===== config.mk =====
export PLATFORM = sky130hd
export DESIGN_NAME = imm_decode_stage
export DESIGN_NICKNAME = d
export VERILOG_FILES = /design/src/rtl/imm_decode_stage.sv
export SDC_FILE = /design/constraint.sdc
export NUM_CORES = 1
export LEC_CHECK = 0
export BUFFER_PORTS_ARGS = -buffer_cell sky130_fd_sc_hd__buf_2
export CAP_MARGIN = 5
export CORE_ASPECT_RATIO = 1.5
export CORE_MARGIN = 2
export CORE_UTILIZATION = 45
export CTS_BUF_LIST = sky130_fd_sc_hd__clkbuf_4
export DETAILED_ROUTE_END_ITERATION = 16
export GPL_ROUTABILITY_DRIVEN = 0
export HOLD_SLACK_MARGIN = 0.06
export PLACE_DENSITY = 0.82
export SETUP_SLACK_MARGIN = 0.02
export SYNTH_ARGS = -nofsm -noshare
export SYNTH_HDL_FRONTEND = slang
export SYNTH_SLANG_ARGS = --single-unit

===== constraint.sdc =====
create_clock -name clk -period 5.15 [get_ports clk]
set_clock_uncertainty 0.2 [all_clocks]
set_input_delay 0.7725 -clock clk [delete_from_list [all_inputs] [get_ports clk]]
set_output_delay 0.7725 -clock clk [all_outputs]
set_load 0.01 [all_outputs]

===== src/rtl/imm_decode_stage.sv =====
// ============================================================================
// Module      : imm_decode_stage
// Description : Registered immediate-decode stage between fetch and execute.
//               Classifies the opcode, builds the sign-extended immediate and
//               the PC-relative target behind a single-entry valid/ready slot.
// Revision    : 1.0 - initial release
// ============================================================================
`default_nettype none

module imm_decode_stage #(
    parameter int XLEN    = 32,
    parameter int SHAMT_W = 5
) (
    input  logic            clk,
    input  logic            rst,
    input  logic            in_valid,
    output logic            in_ready,
    input  logic [31:0]     in_inst,
    input  logic [XLEN-1:0] in_pc,
    output logic            out_valid,
    input  logic            out_ready,
    output logic [XLEN-1:0] out_imm,
    output logic [2:0]      out_fmt,
    output logic            out_illegal,
    output logic [XLEN-1:0] out_pc,
    output logic [XLEN-1:0] out_target
);

    localparam logic [2:0] c_FMT_R       = 3'd0;
    localparam logic [2:0] c_FMT_I       = 3'd1;
    localparam logic [2:0] c_FMT_S       = 3'd2;
    localparam logic [2:0] c_FMT_B       = 3'd3;
    localparam logic [2:0] c_FMT_U       = 3'd4;
    localparam logic [2:0] c_FMT_J       = 3'd5;
    localparam logic [2:0] c_FMT_SHAMT   = 3'd6;
    localparam logic [2:0] c_FMT_ILLEGAL = 3'd7;

    localparam logic [6:0] c_OP_LOAD   = 7'b0000011;
    localparam logic [6:0] c_OP_IMM    = 7'b0010011;
    localparam logic [6:0] c_OP_AUIPC  = 7'b0010111;
    localparam logic [6:0] c_OP_STORE  = 7'b0100011;
    localparam logic [6:0] c_OP_OP     = 7'b0110011;
    localparam logic [6:0] c_OP_LUI    = 7'b0110111;
    localparam logic [6:0] c_OP_BRANCH = 7'b1100011;
    localparam logic [6:0] c_OP_JALR   = 7'b1100111;
    localparam logic [6:0] c_OP_JAL    = 7'b1101111;
    localparam logic [6:0] c_OP_SYSTEM = 7'b1110011;

    logic [6:0]      w_opcode;
    logic [2:0]      w_funct3;
    logic [2:0]      w_fmt;
    logic [XLEN-1:0] w_imm;
    logic [XLEN-1:0] w_target;
    logic            w_accept;

    logic            r_valid;
    logic [XLEN-1:0] r_imm;
    logic [2:0]      r_fmt;
    logic            r_illegal;
    logic [XLEN-1:0] r_pc;
    logic [XLEN-1:0] r_target;

    assign w_opcode = in_inst[6:0];
    assign w_funct3 = in_inst[14:12];

    assign in_ready = !r_valid || out_ready;
    assign w_accept = in_valid && in_ready;

    // Compressed encodings (inst[1:0] != 11) never match a listed opcode,
    // so they fall through to ILLEGAL without a separate check.
    always_comb begin
        w_fmt = c_FMT_ILLEGAL;
        case (w_opcode)
            c_OP_LOAD, c_OP_JALR, c_OP_SYSTEM: w_fmt = c_FMT_I;
            c_OP_IMM: w_fmt = (w_funct3 == 3'b001 || w_funct3 == 3'b101)
                              ? c_FMT_SHAMT : c_FMT_I;
            c_OP_STORE:            w_fmt = c_FMT_S;
            c_OP_BRANCH:           w_fmt = c_FMT_B;
            c_OP_LUI, c_OP_AUIPC:  w_fmt = c_FMT_U;
            c_OP_JAL:              w_fmt = c_FMT_J;
            c_OP_OP:               w_fmt = c_FMT_R;
            default:               w_fmt = c_FMT_ILLEGAL;
        endcase
    end

    // Size-casting a signed operand sign-extends it to XLEN.
    always_comb begin
        w_imm = '0;
        case (w_fmt)
            c_FMT_I: w_imm = XLEN'($signed(in_inst[31:20]));
            c_FMT_S: w_imm = XLEN'($signed({in_inst[31:25], in_inst[11:7]}));
            c_FMT_B: w_imm = XLEN'($signed({in_inst[31], in_inst[7], in_inst[30:25],
                                             in_inst[11:8], 1'b0}));
            c_FMT_U: w_imm = XLEN'($signed({in_inst[31:12], 12'b0}));
            c_FMT_J: w_imm = XLEN'($signed({in_inst[31], in_inst[19:12], in_inst[20],
                                             in_inst[30:21], 1'b0}));
            c_FMT_SHAMT: w_imm = XLEN'(in_inst[20 +: SHAMT_W]);
            default: w_imm = '0;
        endcase
    end

    assign w_target = in_pc + w_imm;

    always_ff @(posedge clk) begin
        if (rst) begin
            r_valid   <= 1'b0;
            r_imm     <= '0;
            r_fmt     <= c_FMT_R;
            r_illegal <= 1'b0;
            r_pc      <= '0;
            r_target  <= '0;
        end else if (w_accept) begin
            r_valid   <= 1'b1;
            r_imm     <= w_imm;
            r_fmt     <= w_fmt;
            r_illegal <= (w_fmt == c_FMT_ILLEGAL);
            r_pc      <= in_pc;
            r_target  <= w_target;
        end else if (out_ready) begin
            r_valid   <= 1'b0;
        end
    end

    assign out_valid   = r_valid;
    assign out_imm     = r_imm;
    assign out_fmt     = r_fmt;
    assign out_illegal = r_illegal;
    assign out_pc      = r_pc;
    assign out_target  = r_target;

endmodule

`default_nettype wire


==> impl_results.md, run 1 <==
* Vias in the first global route at 5341
* Slew margin rel. at 26.8%
* Net switching power at 0.516 mW
* WL final at 16800 um
* Power Density at 243 nW/um2
* Worst-margin pin slew at 1100 ps
* Clock slew at reported path FFs at 140 ps
* Drt wl/cell at 16.2 um
* Drt pass-1 iters at 4
* Comb pwr share at 22.8%
* Final instance area at 6750 um2
* Number of max-cap violations at 0
* Post-route setup slack at 661 ps
* Sequential fraction of the synthesis area at 35.5%
* Yosys warns at 0
* Seq cells post-synth at 101
* Sink Count at 101
* Post-Place Cells at 1019
* Grt ovf at 0
* Cells after synthesis at 730
* Worst vdd ir at 0.113 mV
* First-pass GRT wire length at 25800 um
* Clock Power Share at 25.2%
* Area delta synth->final at 18.6%
* Die area at 13600 um2
* HP Start: out_pc[24]
* Commonest non-fill, non-tap cells in the layout: buf_2 (168), nand2_1 (162), a21oi_1 (104)
* CP max FO at 6
* EDFF count, synth at 0
* Core Area at 12400 um2
* Slowest stage delay, CP at 560 ps
* Worst Path Buf+Inv at 2
* Hold depth at 2
* Ys flop type: dfxtp_1
* Share of layout cells above drive strength 1 at 24.1%
* Hpwl dp at 12400 um
* Worst hold path type: reg -> reg
* Synth async-reset ratio at 0%
* Static Leakage at 3.27 nW
* Commonest non-fill, non-tap cell in the layout: buf_2
* Critical path's top delay family: simple AND/OR/NAND/NOR gates
* Flop pwr share at 51.9%
* Setup violators final at 0
* Highest clock rate at 0.223 GHz
* CTS Buf Count at 9
* Slowest CP cell: or4_4
* First-iteration detailed-routing DRC count at 318
* Syn_area_per_cell at 7.80 um2
* CP startpoint kind: primary input
* Vias/cell at 5.57
* Internal power at 1.12 mW
* Die Y at 142 um
* Hold EP: out_pc[24]
* Htree depth at 3
* R2R depth at 6
* Filler cell count at 1217
* Final hold violations at 0
* Synth cell types at 64
* Fin crit share at 87.2%
* Worst path cell trace: buf_2 > nor2_1 > a211oi_2 > or4_4 > or2_4 > nand2_1 > a21o_1 > ha_1 > inv_1 > fa_1 > nor2b_1 > o2111ai_1 > a21oi_1 > nor2_1 > o21ai_0 > a41oi_1 > mux2i_1 > a31oi_1
* Ports at 170
* WP data required at 5260 ps
* CTS Root Cell: clkbuf_4
* Starting density of the core at 45.9%
* Syn_nets at 830
* CP Class: in -> reg
* ANT nets after route at 0
* Largest net degree at the start of global routing at 99
* CTS tree: done
* Initial antenna violation count at 1
* Pre-CTS setup slack at -55.7 ps
* Shortest period the worst path allows at 4490 ps
* Unrepaired setup endpoints after global routing: false
* CP Capture Type: register
* DRC Markers at 0
* Overall power at 1.64 mW
* DIE WIDTH at 95.8 um
* R2R Path End: out_target[17]
* Max-slew violations at 0
* CP most frequent cell: nor2_1
* Reg-to-reg setup timing slack at 2780 ps
* Maximum clock path buffer count at 2
* NumNets Final at 974
* Sw Ratio at 31.5%
* Worst r2r src: out_valid
* Placed Area at 6620 um2
* Number of port buffers at 169
* Worst EP arrival at 4590 ps
* Post-Syn Area at 5690 um2
* Clk_lat worst skew at 450 ps
* Fin cells at 1035
* Row count at 50
* Vias at 5766
* Status: completed
* Global Route Usage Sum at 24.1%
what timing repair did:
action,4_1_cts,5_1_grt
gates resized for setup,0,1
setup buffers,0,0
hold endpoints to repair,0,0
hold buffers,0,0
endpoints found under the setup margin,0,1
per-layer routing:
| layer | part of all wire (%) | up-vias | wire (um) | track usage (%) |
|---|---|---|---|---|
| met4 | 2.5 | 0 | 416 | 8.80 |
| met3 | 6.4 | 32 | 1070 | 5.20 |
| met2 | 51 | 176 | 8560 | 42.2 |
| li1 | - | 2864 | - | - |
| met1 | 40 | 2694 | 6730 | 28.4 |
| met5 | 0 | - | 0 | 0 |
cell type report:
cell class                 count  area [um2]  share of cell area [%]
multi-input combinational    573        3450                    51.2
sequential                   101        2020                    30.0
timing repair buffer         175         893                    13.2
tap                          156         195                    2.89
clock buffer                  10        75.1                    1.11
clock inverter                 5        52.6                   0.779
inverter                      14        52.6                   0.779
antenna                        1        2.50                  0.0371
synthesized netlist by cell type, types with 4 or more instances:
cell	count	area [um2]
a21o_1	37	278
nand3b_1	4	30.0
a21oi_1	104	521
nand2_1	163	612
ha_1	31	388
a211oi_1	12	90.1
clkbuf_1	29	109
nor2_1	32	120
dfxtp_1	101	2020
nor4b_1	6	52.6
nand4_1	6	37.5
o21ai_0	22	110
inv_1	14	52.6
nand2b_1	4	25.0
mux2i_1	4	40.0
and2_1	8	50.1
o211ai_1	7	52.6
or3_1	5	31.3
nand3_1	19	95.1
nor2b_1	7	43.8
nor3b_1	5	37.5
and3_1	5	31.3
nor3_1	20	100
buf_1	8	30.0
xnor2_1	13	114
a22o_1	4	35.0
xor2_1	7	61.3
sequential cells by signal (all words and copies together) (netlist names):
signal and cells:
out_pc 32, out_target 32, out_illegal 1, out_fmt 3
out_valid 1, out_imm 32
cells by family after synthesis:
group	count (synthesis)	share of synthesized area [%]
xor+xnor	20	3.08
flops	101	35.5
compound gates	223	25.5
simple gates	294	24.0
fa+ha+maj	32	7.17
buf+inv	56	4.00
mux	4	0.703
power by group through the flow:
stage	Combinational (mW)	Clock [mW]	Sequential, mW
2_1_floorplan	0.212	0	0.889
3_3_place_gp	0.368	0	0.866
3_5_place_dp	0.373	0	0.867
4_1_cts	0.374	0.423	0.850
5_1_grt	0.413	0.456	0.856
6_report	0.374	0.413	0.850
worst max path at each step:
| stage | startpoint | to | slack [ps] | cells past startpoint |
|---|---|---|---|---|
| finish | in_inst[3] | out_target[18] | 660 | 18 |
| global route | in_inst[4] | out_target[31] | 370 | 17 |
| CTS | in_inst[5] | out_target[31] | 430 | 17 |
| detailed placement | in_inst[5] | out_target[31] | -60 | 17 |
| global placement | in_inst[5] | out_target[31] | 90 | 17 |
| floorplan | in_inst[6] | out_target[31] | 710 | 17 |
tightest hold or removal path, delay by kind of cell (launching register included):
| kind | cells | cell delay, ps |
|---|---|---|
| AO/OA/AOI/OAI | 1 | 50 |
| flip-flops | 1 | 330 |
| AND/OR/NAND/NOR | 1 | 50 |
stage by stage:
step | hold slack (ps) | TNS (ps) | utilization (%)
floorplan | 276 | 0 | -
global placement | 237 | 0 | 53.4
detailed placement | 243 | -55.7 | 53.4
CTS | 262 | 0 | 54.4
global route | 276 | 0 | 54.5
finish | 262 | 0 | 54.5
No activity file was read; power rests on OpenSTA's default activity.
==> run 2: changes to the inputs <==
Settings changed: CORE_MARGIN 2 to default.
==> impl_results.md, run 2 (same netlist as run 1, synthesis figures left out) <==
* Ports at 170
* Clock slew at reported path FFs at 170 ps
* Comb pwr share at 22.1%
* Commonest non-fill, non-tap cells in the layout: buf_2 (168), nand2_1 (162), a21oi_1 (104)
* Post-Place Cells at 1020
* Final instance area at 6790 um2
* CTS tree: done
* Global Route Usage Sum at 25.8%
* Fin cells at 1037
* Reg-to-reg setup timing slack at 2810 ps
* Vias/cell at 5.72
* Row count at 50
* DRC Markers at 0
* Status: completed
* Number of port buffers at 169
* Worst-margin pin slew at 930 ps
* Power Density at 251 nW/um2
* Sw Ratio at 31.3%
* Hpwl dp at 12500 um
* Area delta synth->final at 19.3%
* Core Area at 12400 um2
* Htree depth at 3
* DIE WIDTH at 93.8 um
* CTS Root Cell: clkbuf_4
* CP Class: in -> reg
* Vias at 5929
* First-iteration detailed-routing DRC count at 290
* Max-slew violations at 0
* Starting density of the core at 45.9%
* Grt ovf at 0
* WL final at 16800 um
* Post-CTS Hold Buffers at 0
* CP startpoint kind: primary input
* CP max FO at 6
* NumNets Final at 975
* Unrepaired setup endpoints after global routing: false
* Shortest period the worst path allows at 4480 ps
* Filler cell count at 1237
* Drt pass-1 iters at 5
* Largest net degree at the start of global routing at 87
* Clock Power Share at 28.1%
* Slew margin rel. at 38.0%
* Overall power at 1.71 mW
* Maximum clock path buffer count at 2
* Sink Count at 101
* Fin crit share at 86.9%
* Static Leakage at 3.29 nW
* Die Y at 140 um
* Drt wl/cell at 16.2 um
* Pre-CTS setup slack at -78.5 ps
* Final hold violations at 0
* ANT nets after route at 0
* Clk_lat worst skew at 480 ps
* Internal power at 1.17 mW
* First-pass GRT wire length at 26700 um
* Vias in the first global route at 5723
* CTS Buf Count at 9
* Net switching power at 0.535 mW
* Setup violators final at 0
* Worst EP arrival at 4640 ps
* Initial antenna violation count at 1
* CP Capture Type: register
* Highest clock rate at 0.223 GHz
* Die area at 13100 um2
* Flop pwr share at 49.8%
* Number of max-cap violations at 0
* Placed Area at 6620 um2
* Share of layout cells above drive strength 1 at 24.2%
* Commonest non-fill, non-tap cell in the layout: buf_2
* Worst vdd ir at 0.125 mV
* WP data required at 5310 ps
* Post-route setup slack at 674 ps
* Worst hold path type: reg -> reg
[run 2: cell types whose count changed in the layout (fill, tap and decap cells not counted)]
cell / before / now
inv_6: 0 / 1
clkinv_4: 0 / 2
clkinv_1: 0 / 1
buf_4: 7 / 8
bufinv_16: 1 / 2
clkinv_2: 3 / 0
clkbuf_4: 10 / 9
[run 2: worst paths after layout]
check	startpoint	end	cells after the start
max	in_inst[3]	out_target[18]	18
min	out_target[4]	out_target[4]	2
max reg2reg	out_valid	out_target[28]	5
min reg2reg	out_target[4]	out_target[4]	2
[run 2: power groups by stage]
stage | Clock [mW] | Combinational (mW) | Sequential (mW)
CTS | 0.492 | 0.376 | 0.851
global route | 0.516 | 0.415 | 0.857
finish | 0.479 | 0.377 | 0.851
detailed placement | 0 | 0.374 | 0.867
floorplan | 0 | 0.212 | 0.889
global placement | 0 | 0.368 | 0.866
[run 2: per-layer routing]
| layer | track usage [%] | routed length (um) |
|---|---|---|
| met1 | 29.3 | 6610 |
| met2 | 44.2 | 8320 |
| met3 | 3.93 | 1010 |
| met4 | 16.2 | 875 |
| met5 | 0 | 0 |
[run 2: cell type report]
class	count	area (um2)	share of cell area (%)
Sequential cell	101	2020	29.8
Timing Repair Buffer	176	901	13.3
Antenna cell	1	2.50	0.0368
Inverter	14	52.6	0.774
Multi-Input combinational cell	573	3450	50.9
Clock inverter	7	97.6	1.44
Clock buffer	9	67.6	0.995
Tap cell	156	195	2.87
[run 2: critical path: stages]
cell and delay, ps:
buf_2 140, nor2_1 270, a211oi_2 160, or4_4 560, or2_4 280, nand2_1 80, a21o_1 130, ha_1 180
inv_1 60, fa_1 370, nor2b_1 240, o2111ai_1 170, a21oi_1 190, nor2_1 120, o21ai_0 380, a41oi_1 200
mux2i_1 230, a31oi_1 110
[run 2: what timing repair did]
action,CTS,global route
endpoints found under the setup margin,0,1
resized for setup,0,1
buffers inserted,0,0
[run 2: stage by stage]
| stage | hold WS (ps) | utilization [%] | setup TNS [ps] |
|---|---|---|---|
| 2_1_floorplan | 276 | - | 0 |
| 3_3_place_gp | 237 | 53.5 | 0 |
| 3_5_place_dp | 243 | 53.5 | -102 |
| 4_1_cts | 263 | 54.8 | 0 |
| 5_1_grt | 276 | 54.8 | 0 |
| 6_report | 260 | 54.8 | 0 |
